**config.mk**
```make
export PLATFORM = sky130hd
export DESIGN_NAME = projection_sequencer
export DESIGN_NICKNAME = d
export VERILOG_FILES = /design/src/rtl/projection_sequencer_pkg.sv /design/src/rtl/projection_sequencer.sv
export SDC_FILE = /design/constraint.sdc
export NUM_CORES = 1
export LEC_CHECK = 0
export ABC_AREA = 1
export BUFFER_PORTS_ARGS = -buffer_cell sky130_fd_sc_hd__buf_2
export CELL_PAD_IN_SITES_DETAIL_PLACEMENT = 1
export CELL_PAD_IN_SITES_GLOBAL_PLACEMENT = 1
export CORE_AREA = 8 8 185 187
export DETAILED_ROUTE_END_ITERATION = 10
export DIE_AREA = 0 0 193 195
export GPL_TIMING_DRIVEN = 1
export PLACE_DENSITY = 0.77
export SETUP_SLACK_MARGIN = 0.05
export SLEW_MARGIN = 5
export SYNTH_ARGS = -nofsm -noshare
export SYNTH_HDL_FRONTEND = slang
export SYNTH_SLANG_ARGS = --single-unit
```
**constraint.sdc**
```tcl
create_clock -name clk_in -period 5.7 [get_ports clk_in]
set_input_delay 0 -clock clk_in [delete_from_list [all_inputs] [get_ports clk_in]]
set_output_delay 0 -clock clk_in [all_outputs]
set_load 0.1 [all_outputs]
```
**src/rtl/projection_sequencer_pkg.sv**
```systemverilog
// Shared AR-pipeline definitions: sequencer states, screen limits and
// the on-screen test applied to projected points.
package projection_sequencer_pkg;

  typedef enum logic [2:0] {
    S_IDLE,
    S_FETCH,
    S_LOAD,
    S_WAIT,
    S_EMIT
  } seq_state_t;

  localparam int SCREEN_X_MAX = 1023;
  localparam int SCREEN_Y_MAX = 767;

  localparam int unsigned LANE_W     = 16;
  localparam int unsigned COORD_W    = 32;
  localparam int unsigned ORIGIN_X_W = 11;
  localparam int unsigned ORIGIN_Y_W = 10;
  localparam int unsigned COLOR_W    = 4;

  // Signed 32-bit window test against the visible screen area.
  function automatic logic on_screen(input logic signed [COORD_W-1:0] x,
                                     input logic signed [COORD_W-1:0] y);
    return (x >= 0) && (x <= SCREEN_X_MAX) && (y >= 0) && (y <= SCREEN_Y_MAX);
  endfunction

endpackage

```
**src/rtl/projection_sequencer.sv**
```systemverilog
// Walks the virtual-point table once per frame, feeds operands to the external
// projection datapath and streams the projected points out with a valid/ready handshake.
module projection_sequencer
  import projection_sequencer_pkg::*;
#(
  parameter int unsigned N_TRACKING_POINTS = 4,
  parameter int unsigned N_VIRTUAL_POINTS  = 8,
  parameter int unsigned PROJ_LATENCY      = 1
) (
  input  logic                                           clk_in,
  input  logic                                           rst_in,
  input  logic                                           start,
  input  logic                                           abort,
  input  logic [(N_TRACKING_POINTS-1)*LANE_W-1:0]        x_vec_in,
  input  logic [(N_TRACKING_POINTS-1)*LANE_W-1:0]        y_vec_in,
  input  logic [ORIGIN_X_W-1:0]                          x_origin_in,
  input  logic [ORIGIN_Y_W-1:0]                          y_origin_in,
  output logic [$clog2(N_VIRTUAL_POINTS)-1:0]            pt_addr,
  input  logic [(N_TRACKING_POINTS-1)*LANE_W-1:0]        pt_scalars,
  input  logic [COLOR_W-1:0]                             pt_color,
  output logic [(N_TRACKING_POINTS-1)*LANE_W-1:0]        proj_x_vec,
  output logic [(N_TRACKING_POINTS-1)*LANE_W-1:0]        proj_y_vec,
  output logic [(N_TRACKING_POINTS-1)*LANE_W-1:0]        proj_scalars,
  output logic [COLOR_W-1:0]                             proj_color,
  output logic [ORIGIN_X_W-1:0]                          proj_x_origin,
  output logic [ORIGIN_Y_W-1:0]                          proj_y_origin,
  input  logic signed [COORD_W-1:0]                      x_proj,
  input  logic signed [COORD_W-1:0]                      y_proj,
  input  logic [COLOR_W-1:0]                             color_proj,
  output logic                                           out_valid,
  input  logic                                           out_ready,
  output logic signed [COORD_W-1:0]                      out_x,
  output logic signed [COORD_W-1:0]                      out_y,
  output logic [COLOR_W-1:0]                             out_color,
  output logic                                           out_on_screen,
  output logic [$clog2(N_VIRTUAL_POINTS)-1:0]            out_index,
  output logic                                           busy,
  output logic                                           done
);

  localparam int unsigned BASIS_W = (N_TRACKING_POINTS - 1) * LANE_W;
  localparam int unsigned IDX_W   = $clog2(N_VIRTUAL_POINTS);
  localparam int unsigned CNT_W   = (PROJ_LATENCY > 1) ? $clog2(PROJ_LATENCY) : 1;
  localparam logic [IDX_W-1:0] LAST_IDX  = IDX_W'(N_VIRTUAL_POINTS - 1);
  localparam logic [CNT_W-1:0] WAIT_LOAD = CNT_W'(PROJ_LATENCY - 1);

  seq_state_t         r_state;
  seq_state_t         w_state_nxt;
  logic [IDX_W-1:0]   r_index;
  logic [IDX_W-1:0]   w_index_nxt;
  logic [CNT_W-1:0]   r_cnt;
  logic [CNT_W-1:0]   w_cnt_nxt;
  logic [IDX_W-1:0]   r_pt_addr;
  logic [IDX_W-1:0]   w_pt_addr_nxt;
  logic               w_load_ops;
  logic               w_load_pt;
  logic               w_done_nxt;

  logic [BASIS_W-1:0]    r_x_vec;
  logic [BASIS_W-1:0]    r_y_vec;
  logic [BASIS_W-1:0]    r_scalars;
  logic [COLOR_W-1:0]    r_color;
  logic [ORIGIN_X_W-1:0] r_x_origin;
  logic [ORIGIN_Y_W-1:0] r_y_origin;
  logic                  r_out_valid;
  logic                  r_busy;
  logic                  r_done;

  // Next-state and datapath-control decode; abort overrides everything outside IDLE.
  always_comb begin
    w_state_nxt   = r_state;
    w_index_nxt   = r_index;
    w_cnt_nxt     = r_cnt;
    w_pt_addr_nxt = r_pt_addr;
    w_load_ops    = 1'b0;
    w_load_pt     = 1'b0;
    w_done_nxt    = 1'b0;
    unique case (r_state)
      S_IDLE: begin
        if (start && !abort) begin
          w_state_nxt   = S_FETCH;
          w_index_nxt   = '0;
          w_pt_addr_nxt = '0;
          w_load_ops    = 1'b1;
        end
      end
      S_FETCH: w_state_nxt = S_LOAD;
      S_LOAD: begin
        w_state_nxt = S_WAIT;
        w_load_pt   = 1'b1;
        w_cnt_nxt   = WAIT_LOAD;
      end
      S_WAIT: begin
        if (r_cnt == '0) begin
          w_state_nxt = S_EMIT;
        end else begin
          w_cnt_nxt = r_cnt - CNT_W'(1);
        end
      end
      S_EMIT: begin
        if (out_ready) begin
          if (r_index == LAST_IDX) begin
            w_state_nxt = S_IDLE;
            w_done_nxt  = 1'b1;
          end else begin
            w_state_nxt   = S_FETCH;
            w_index_nxt   = r_index + IDX_W'(1);
            w_pt_addr_nxt = r_index + IDX_W'(1);
          end
        end
      end
      default: w_state_nxt = S_IDLE;
    endcase
    if (abort && (r_state != S_IDLE)) begin
      w_state_nxt = S_IDLE;
      w_load_pt   = 1'b0;
      w_done_nxt  = 1'b0;
    end
  end

  // State, counters, operand holding registers and registered status.
  always_ff @(posedge clk_in or posedge rst_in) begin
    if (rst_in) begin
      r_state     <= S_IDLE;
      r_index     <= '0;
      r_cnt       <= '0;
      r_pt_addr   <= '0;
      r_x_vec     <= '0;
      r_y_vec     <= '0;
      r_scalars   <= '0;
      r_color     <= '0;
      r_x_origin  <= '0;
      r_y_origin  <= '0;
      r_out_valid <= 1'b0;
      r_busy      <= 1'b0;
      r_done      <= 1'b0;
    end else begin
      r_state     <= w_state_nxt;
      r_index     <= w_index_nxt;
      r_cnt       <= w_cnt_nxt;
      r_pt_addr   <= w_pt_addr_nxt;
      r_out_valid <= (w_state_nxt == S_EMIT);
      r_busy      <= (w_state_nxt != S_IDLE);
      r_done      <= w_done_nxt;
      if (w_load_ops) begin
        r_x_vec    <= x_vec_in;
        r_y_vec    <= y_vec_in;
        r_x_origin <= x_origin_in;
        r_y_origin <= y_origin_in;
      end
      if (w_load_pt) begin
        r_scalars <= pt_scalars;
        r_color   <= pt_color;
      end
    end
  end

  assign pt_addr       = r_pt_addr;
  assign proj_x_vec    = r_x_vec;
  assign proj_y_vec    = r_y_vec;
  assign proj_scalars  = r_scalars;
  assign proj_color    = r_color;
  assign proj_x_origin = r_x_origin;
  assign proj_y_origin = r_y_origin;

  // Result stream: projection results pass straight through while operands are held.
  assign out_valid     = r_out_valid;
  assign out_x         = x_proj;
  assign out_y         = y_proj;
  assign out_color     = color_proj;
  assign out_on_screen = on_screen(x_proj, y_proj);
  assign out_index     = r_index;
  assign busy          = r_busy;
  assign done          = r_done;

endmodule
```
==> impl_metrics.json, run 1 <==
{
  "status": "completed",
  "first_global_vias": 8971,
  "synth_cell_types": 19,
  "cts_tree": "built",
  "core-area_mm2": 0.0312,
  "vias": 7944,
  "rsz0062_at_grt": "no",
  "grt_usage": 0.174,
  "place_hpwl_um": 22500,
  "first_iter_violations": 249,
  "chipWidth_um": 193,
  "drive_above_1_share": 0.339,
  "holdWs_ns": 0.0000386,
  "drc": 0,
  "finClkSkew_ns": 0.00970,
  "fin_crit_ns": 2.36,
  "tightest_slew_ns": 0.959,
  "wl_per_cell_um": 18.3,
  "slew_viol_final": 0,
  "cts_max_path_buffers": 2,
  "die_h_um": 195,
  "max_slew_margin": 0.360,
  "synth_area_mm2": 0.00772,
  "area_delta_synth_final_pct": 57.8,
  "worstSetupStartpoint": "r_state[0]$_DFF_PP0_",
  "reg2reg_from": "r_state[0]$_DFF_PP0_",
  "ys_ff_latch": 178,
  "htreeDepth": 4,
  "final_hold_viol_count": 0,
  "routabilityCongestion": 0.780,
  "ff2ff_path_depth": 4,
  "cts_buffers": 17,
  "synthesis.nets": 1139,
  "num_rows": 65,
  "finalSetupViolations": 0,
  "grt.overflow.total": 0,
  "cts.clk_slew.worst_paths_ns": 0.07,
  "fp.dieArea_mm2": 0.0376,
  "end_kind": "flop",
  "start_util": 0.247,
  "hold_path_class": "input pin to output pin",
  "postRouteAntennaNets": 0,
  "worstHoldStart": "color_proj[1]",
  "portBuffers": 444,
  "clock-root-buffer": "clkbuf_16",
  "postSynthAreaPerCell_um2": 8.63,
  "start_kind": "flop",
  "first_pass_iters": 4,
  "post-place-ws_ns": 3.54,
  "fmax_mhz": 424,
  "r2r_slack_ns": 3.34,
  "grt_pass1_wl_um": 50900,
  "holdPathEnd": "out_color[1]",
  "worstPathArrival_ns": 2.65,
  "synthCells": 895,
  "cpPeakStageDelay_ns": 0.54,
  "worstPathCellList": "nor2_2 > nand3_4 > buf_4 > o21ai_0",
  "via_per_inst": 4.30,
  "cts_sinks": 178,
  "whs_path_depth": 0,
  "r2r-end": "proj_x_vec[30]$_DFFE_PP0P_",
  "antenna_found_initial": 6,
  "crit_family": "simple AND/OR/NAND/NOR gates",
  "cp_slowest_cell": "buf_4",
  "cp.required_ns": 6.00,
  "fin_setup_tns_ns": 0,
  "drv_cap": 0,
  "path_max_fanout": 108,
  "cts_resized": 0,
  "fin_crit_sh": 0.413,
  "crit_type": "flop to flop",
  "clk_latency_ns": 0.43,
  "yosys_warnings": 0,
  "crit_buf_inv": 1,
  "synth-seq-area-share": 0.577,
  "num_io_pins": 489,
  "grt_max_degree": 109,
  "post_cts_buffers": 0,
  "fin_util": 0.390,
  "drt_wl_total_um": 33800,
  "nets": 1670,
  "fin_ws_ns": 3.34
}
-- cells in the mapped netlist --
| master | number | area, um^2 |
|---|---|---|
| nand4_1 | 3 | 18.8 |
| nor2_1 | 27 | 101 |
| o21ai_1 | 57 | 285 |
| nand3_1 | 59 | 295 |
| ha_1 | 2 | 25.0 |
| dfrtp_1 | 178 | 4450 |
| o21bai_1 | 1 | 7.51 |
| nand2_1 | 249 | 935 |
| buf_4 | 76 | 571 |
| o21ai_2 | 1 | 8.76 |
| buf_6 | 1 | 11.3 |
| nor2_2 | 2 | 12.5 |
| nor2_4 | 1 | 11.3 |
| o21ai_0 | 61 | 305 |
| nor4_1 | 1 | 6.26 |
| and2_1 | 3 | 18.8 |
| buf_2 | 7 | 35.0 |
| inv_1 | 138 | 518 |
| clkbuf_1 | 28 | 105 |
-- final cells by class --
type	instances	area (um^2)
clock buffer	19	443
clock inverter	13	198
multi-input combinational	467	2050
sequential	178	4450
tap	402	503
antenna	6	15.0
inverter	138	523
fill	3763	19000
timing repair buffer	624	4010
-- metrics by stage --
| step | instance area [um^2] | cells |
|---|---|---|
| 6_report | 12200 | 1847 |
| 3_3_place_gp | 9800 | 1636 |
| 2_1_floorplan | 7720 | 895 |
| 5_1_grt | 12200 | 1847 |
| 3_5_place_dp | 9800 | 1636 |
| 4_1_cts | 12200 | 1841 |
-- cells in the final DEF, fill, tap and decap left out, drive strengths merged --
| cell | count |
|---|---|
| and2 | 3 |
| nand4 | 3 |
| bufinv | 4 |
| nand2 | 249 |
| inv | 143 |
| diode | 6 |
| clkinv | 2 |
| nor4 | 1 |
| buf | 451 |
| o21bai | 1 |
| o21ai | 119 |
| nand3 | 59 |
| ha | 2 |
| dfrtp | 178 |
| nor2 | 30 |
| dlygate4sd3 | 173 |
| clkbuf | 19 |
| clkinvlp | 2 |
-- layer usage --
metal	up-vias	track usage	part of all wire
met5	-	0	0
met4	0	0.0995	0.052
met3	89	0.0502	0.074
met2	332	0.327	0.53
met1	3797	0.166	0.35
li1	3726	-	-
-- cell families (layout without fill, tap and decap cells) --
family                     Yosys count  in the layout  synth area share
and+or+nand+nor                    345            345             0.181
buffers and inverters              250            794             0.161
DFF                                178            178             0.577
AOI/OAI and AO/OA                  120            120            0.0786
adders and majority gates            2              2           0.00324
other                                0              6                 0
-- worst max-delay path by stage --
stage                                  to  depth (start not counted)
2_1_floorplan              busy$_DFF_PP0_                          1
3_3_place_gp   proj_y_vec[35]$_DFFE_PP0P_                          5
3_5_place_dp   proj_y_vec[32]$_DFFE_PP0P_                          5
4_1_cts        proj_y_vec[32]$_DFFE_PP0P_                          5
5_1_grt        proj_x_vec[30]$_DFFE_PP0P_                          4
6_report       proj_x_vec[30]$_DFFE_PP0P_                          4
-- flip-flops by register name, summed over array words and instances (netlist names), 3 cells and up --
signal	flops
proj_color	4
proj_x_origin	11
proj_x_vec	48
r_state	3
proj_scalars	48
pt_addr	3
proj_y_vec	48
proj_y_origin	10
-- timing repair --
action	CTS	global route
setup endpoints to repair	0	0
hold buffers	173	0
endpoints found under the hold margin	268	0
Power of run 1 is not shown: default switching activity piles up to over one toggle a cycle in this logic, so the estimate is an artifact.
==> run 2, diff against run 1 <==
==> constraint.sdc (replaced) <==
create_clock -name clk_in -period 2.2 [get_ports clk_in]
set_input_delay 0 -clock clk_in [delete_from_list [all_inputs] [get_ports clk_in]]
set_output_delay 0 -clock clk_in [all_outputs]
set_load 0.1 [all_outputs]
==> run 2 against run 1 <==
Count of clock-buffer cells in the layout unchanged; flip-flop and latch count unchanged; cell count up 0.32%; non-clock buffer count up 7; sequential share of layout area is 0.30 points lower; register-to-register slack got worse by 3.0 ns; global-route usage about the same.
==> impl_metrics.json, run 2 (same netlist as run 1, synthesis figures left out) <==
{
  "path_max_fanout": 182,
  "worstPathArrival_ns": 2.21,
  "vias": 8019,
  "routabilityCongestion": 0.734,
  "fin_util": 0.394,
  "chipWidth_um": 193,
  "hold_path_class": "input pin to output pin",
  "cts.clk_slew.worst_paths_ns": 0.07,
  "area_delta_synth_final_pct": 59.1,
  "core-area_mm2": 0.0312,
  "nFillCells": 3724,
  "fin_crit_ns": 1.90,
  "fp.dieArea_mm2": 0.0376,
  "crit_type": "flop to flop",
  "final_hold_viol_count": 0,
  "start_util": 0.247,
  "finalSetupViolations": 0,
  "tightest_slew_ns": 0.723,
  "grt.overflow.total": 0,
  "clk_latency_ns": 0.43,
  "place_hpwl_um": 21200,
  "cp.required_ns": 2.51,
  "fin_ws_ns": 0.300,
  "cts_tree": "built",
  "htreeDepth": 4,
  "final_area_mm2": 0.0123,
  "postRouteAntennaNets": 0,
  "fmax_mhz": 526,
  "num_rows": 65,
  "drc": 0,
  "num_io_pins": 489,
  "end_kind": "flop",
  "rsz0062_at_grt": "no",
  "status": "completed",
  "antenna_found_initial": 4,
  "via_per_inst": 4.33,
  "die_h_um": 195,
  "drt_wl_total_um": 33600,
  "layout_commonest_cell": "buf_2",
  "fin_crit_sh": 0.863,
  "first_iter_violations": 276,
  "grt_pass1_wl_um": 51800,
  "cts_buffers": 17,
  "first_pass_iters": 4,
  "nets": 1677,
  "start_kind": "flop",
  "drive_above_1_share": 0.339,
  "grt_usage": 0.175,
  "slew_viol_final": 0,
  "place_area_mm2": 0.00985,
  "first_global_vias": 9311,
  "cts_resized": 0,
  "drv_cap": 0,
  "post-place-ws_ns": 0.377,
  "portBuffers": 444,
  "wl_per_cell_um": 18.2,
  "max_slew_margin": 0.518,
  "finClkSkew_ns": 0.0115,
  "clock-root-buffer": "clkbuf_16",
  "cts_sinks": 178,
  "cts_max_path_buffers": 2,
  "grt_max_degree": 183,
  "layout_common_cells": "444 x buf_2, 249 x nand2_1, 178 x dfrtp_1, 178 x dlygate4sd3_1, 137 x inv_1"
}
==> run 2: changes by cell type in the layout (fill, tap and decap cells not counted) <==
cell,before,now
inv_6,4,2
dlygate4sd3_1,173,178
clkinv_2,1,0
diode_2,6,5
clkinv_4,1,2
buf_12,0,3
buf_4,7,6
clkinvlp_4,2,4
==> run 2: what timing repair did <==
action,CTS,global route
hold endpoints to repair,353,0
buffers inserted,0,0
hold buffers,178,0
==> run 2: path summary, 6_finish.rpt <==
check                                               end  slack [ns]                         start  cells after the start
setup / recovery             proj_x_vec[31]$_DFFE_PP0P_        0.30          r_state[2]$_DFF_PP0_                      4
hold / removal                             out_color[1]     0.00004                 color_proj[1]                      0
setup reg to reg             proj_x_vec[31]$_DFFE_PP0P_        0.30          r_state[2]$_DFF_PP0_                      4
hold reg to reg            proj_scalars[25]$_DFFE_PP0P_        0.47  proj_scalars[25]$_DFFE_PP0P_                      2
max in group asynchronous  proj_x_origin[9]$_DFFE_PP0P_        1.34                        rst_in                      4
min in group asynchronous    proj_y_vec[22]$_DFFE_PP0P_        0.12                        rst_in                      3
==> run 2: through the flow <==
| step | hold WS, ns | TNS [ns] | instances |
|---|---|---|---|
| after floorplan | 0.0714 | -14.35 | 895 |
| after global placement | 0.000681 | 0 | 1638 |
| after detailed placement | 0.000681 | 0 | 1638 |
| after CTS | 0.000681 | 0 | 1848 |
| after global routing | 0.000167 | 0 | 1852 |
| final | 0.0000386 | 0 | 1853 |
==> run 2: routing by layer <==
| metal | global-route usage | wire length, um |
|---|---|---|
| met1 | 0.180 | 12300 |
| met2 | 0.314 | 17300 |
| met3 | 0.0504 | 2510 |
| met4 | 0.0949 | 1480 |
| met5 | 0 | 0 |
==> run 2: worst max-delay path, cell delays in order (launching register included) <==
cell and delay, ns:
dfrtp_1 0.46, nor2_4 0.37, nand3_4 0.13, buf_12 0.25, o21ai_0 0.40
==> run 2: final cells by class <==
cell class	instances	area (um^2)	share of cell area
Sequential cell	178	4450	0.362
Timing Repair Buffer	631	4110	0.334
Multi-Input combinational cell	467	2050	0.167
Inverter	138	522	0.0424
Tap cell	402	503	0.0409
Clock buffer	19	443	0.0360
Clock inverter	13	200	0.0163
Antenna cell	5	12.5	0.00102
Power of run 2 is left out for the same reason.
==> run 3, diff against run 2 <==
==> constraint.sdc (replaced) <==
create_clock -name clk_in -period 1.75 [get_ports clk_in]
set_input_delay 0 -clock clk_in [delete_from_list [all_inputs] [get_ports clk_in]]
set_output_delay 0 -clock clk_in [all_outputs]
set_load 0.1 [all_outputs]
==> run 3 against run 2 <==
Cell count grew 0.16%; maximum frequency grew 20%; worst hold slack is essentially flat; wire length shrank 0.34%; via count shrank 0.12%; count of clock-buffer cells in the layout grew 1; critical path type unchanged; critical endpoint is now proj_x_vec[2]$_DFFE_PP0P_; largest cell class unchanged; highest routed layer unchanged.
==> impl_metrics.json, run 3 (same netlist as run 1, synthesis figures left out) <==
{
  "chipWidth_um": 193,
  "fin_crit_ns": 1.58,
  "postRouteAntennaNets": 0,
  "max_slew_margin": 0.611,
  "whs_path_depth": 0,
  "tightest_slew_ns": 0.584,
  "worstPathCellList": "nor2_4 > nand3_4 > buf_12 > buf_4 > o21ai_0",
  "layout_common_cells": "444 x buf_2, 249 x nand2_1, 178 x dfrtp_1",
  "cp_slowest_cell": "dfrtp_1",
  "nets": 1678,
  "wl_per_cell_um": 18.1,
  "drv_cap": 0,
  "fin_setup_tns_ns": 0,
  "area_delta_synth_final_pct": 59.4,
  "worstPathArrival_ns": 1.90,
  "clock-root-buffer": "clkbuf_16",
  "crit_family": "flip-flops",
  "final_hold_viol_count": 0,
  "cpPeakStageDelay_ns": 0.44,
  "nFillCells": 3776,
  "drive_above_1_share": 0.343,
  "num_rows": 65,
  "fp.dieArea_mm2": 0.0376,
  "finClkSkew_ns": 0.00831,
  "clk_latency_ns": 0.43,
  "rsz0062_at_grt": "no",
  "core-area_mm2": 0.0312,
  "slew_viol_final": 0,
  "cts_sinks": 178,
  "cts_max_path_buffers": 2,
  "end_kind": "flop",
  "hold_path_class": "input pin to output pin",
  "vias": 8009,
  "cts_tree": "built",
  "grt_pass1_wl_um": 51400,
  "num_io_pins": 489,
  "grt_usage": 0.175,
  "crit_buf_inv": 2,
  "finalSetupViolations": 0,
  "antenna_found_initial": 7,
  "portBuffers": 444,
  "via_per_inst": 4.32,
  "drt_wl_total_um": 33500,
  "post_cts_buffers": 0,
  "fin_crit_sh": 0.902,
  "place_hpwl_um": 21600,
  "grt.overflow.total": 0,
  "cp.required_ns": 2.07,
  "first_global_vias": 9049,
  "layout_commonest_cell": "buf_2",
  "drc": 0,
  "first_pass_iters": 5,
  "fmax_mhz": 634,
  "routabilityCongestion": 0.758,
  "cts.clk_slew.worst_paths_ns": 0.07,
  "crit_type": "flop to flop",
  "start_util": 0.247,
  "start_kind": "flop",
  "status": "completed",
  "cts_buffers": 17,
  "die_h_um": 195,
  "first_iter_violations": 273,
  "grt_max_degree": 90,
  "ff2ff_path_depth": 5,
  "path_max_fanout": 28,
  "htreeDepth": 4,
  "cp.depth": 5
}
## run 3: what timing repair did
action | in CTS | in global routing
gates resized for setup | 0 | 1
hold buffers | 172 | 0
endpoints found under the hold margin | 266 | 0
endpoints found under the setup margin | 0 | 4
## run 3: area by class of cell
type	count	area, um^2	area share
sequential	178	4450	0.362
timing repair buffer	632	4180	0.339
multi-input combinational	467	2050	0.167
inverter	138	522	0.0424
tap	402	503	0.0408
clock buffer	20	457	0.0371
clock inverter	11	129	0.0105
antenna	8	20.0	0.00163
## run 3: routing by layer
metal | up-vias | global-route usage | share of wire
li1 | 3740 | - | -
met1 | 3856 | 0.181 | 0.37
met2 | 344 | 0.318 | 0.52
met3 | 69 | 0.0513 | 0.073
met4 | 0 | 0.0804 | 0.036
met5 | - | 0 | 0
## run 3: path summary, 6_finish.rpt
path	from	end	slack [ns]
max	r_state[0]$_DFF_PP0_	proj_x_vec[2]$_DFFE_PP0P_	0.17
min	color_proj[1]	out_color[1]	0.00004
min in group asynchronous	rst_in	proj_x_vec[13]$_DFFE_PP0P_	0.12
max in group asynchronous	rst_in	proj_x_origin[6]$_DFFE_PP0P_	0.87
max reg2reg	r_state[0]$_DFF_PP0_	proj_x_vec[2]$_DFFE_PP0P_	0.17
min reg2reg	proj_scalars[30]$_DFFE_PP0P_	proj_scalars[30]$_DFFE_PP0P_	0.47
## run 3: per-stage QoR
stage | utilization | std cells | hold slack (ns) | cell area (um^2) | worst slack, ns
floorplan | - | 895 | 0.0714 | 7730 | -0.531
global placement | 0.320 | 1645 | 0.000681 | 9980 | 0.256
detailed placement | 0.320 | 1645 | 0.000681 | 9980 | 0.156
CTS | 0.394 | 1848 | 0.000681 | 12300 | 0.156
global route | 0.394 | 1855 | 0.000167 | 12300 | 0.110
finish | 0.394 | 1856 | 0.0000385 | 12300 | 0.172
Power of run 3 is left out for the same reason.
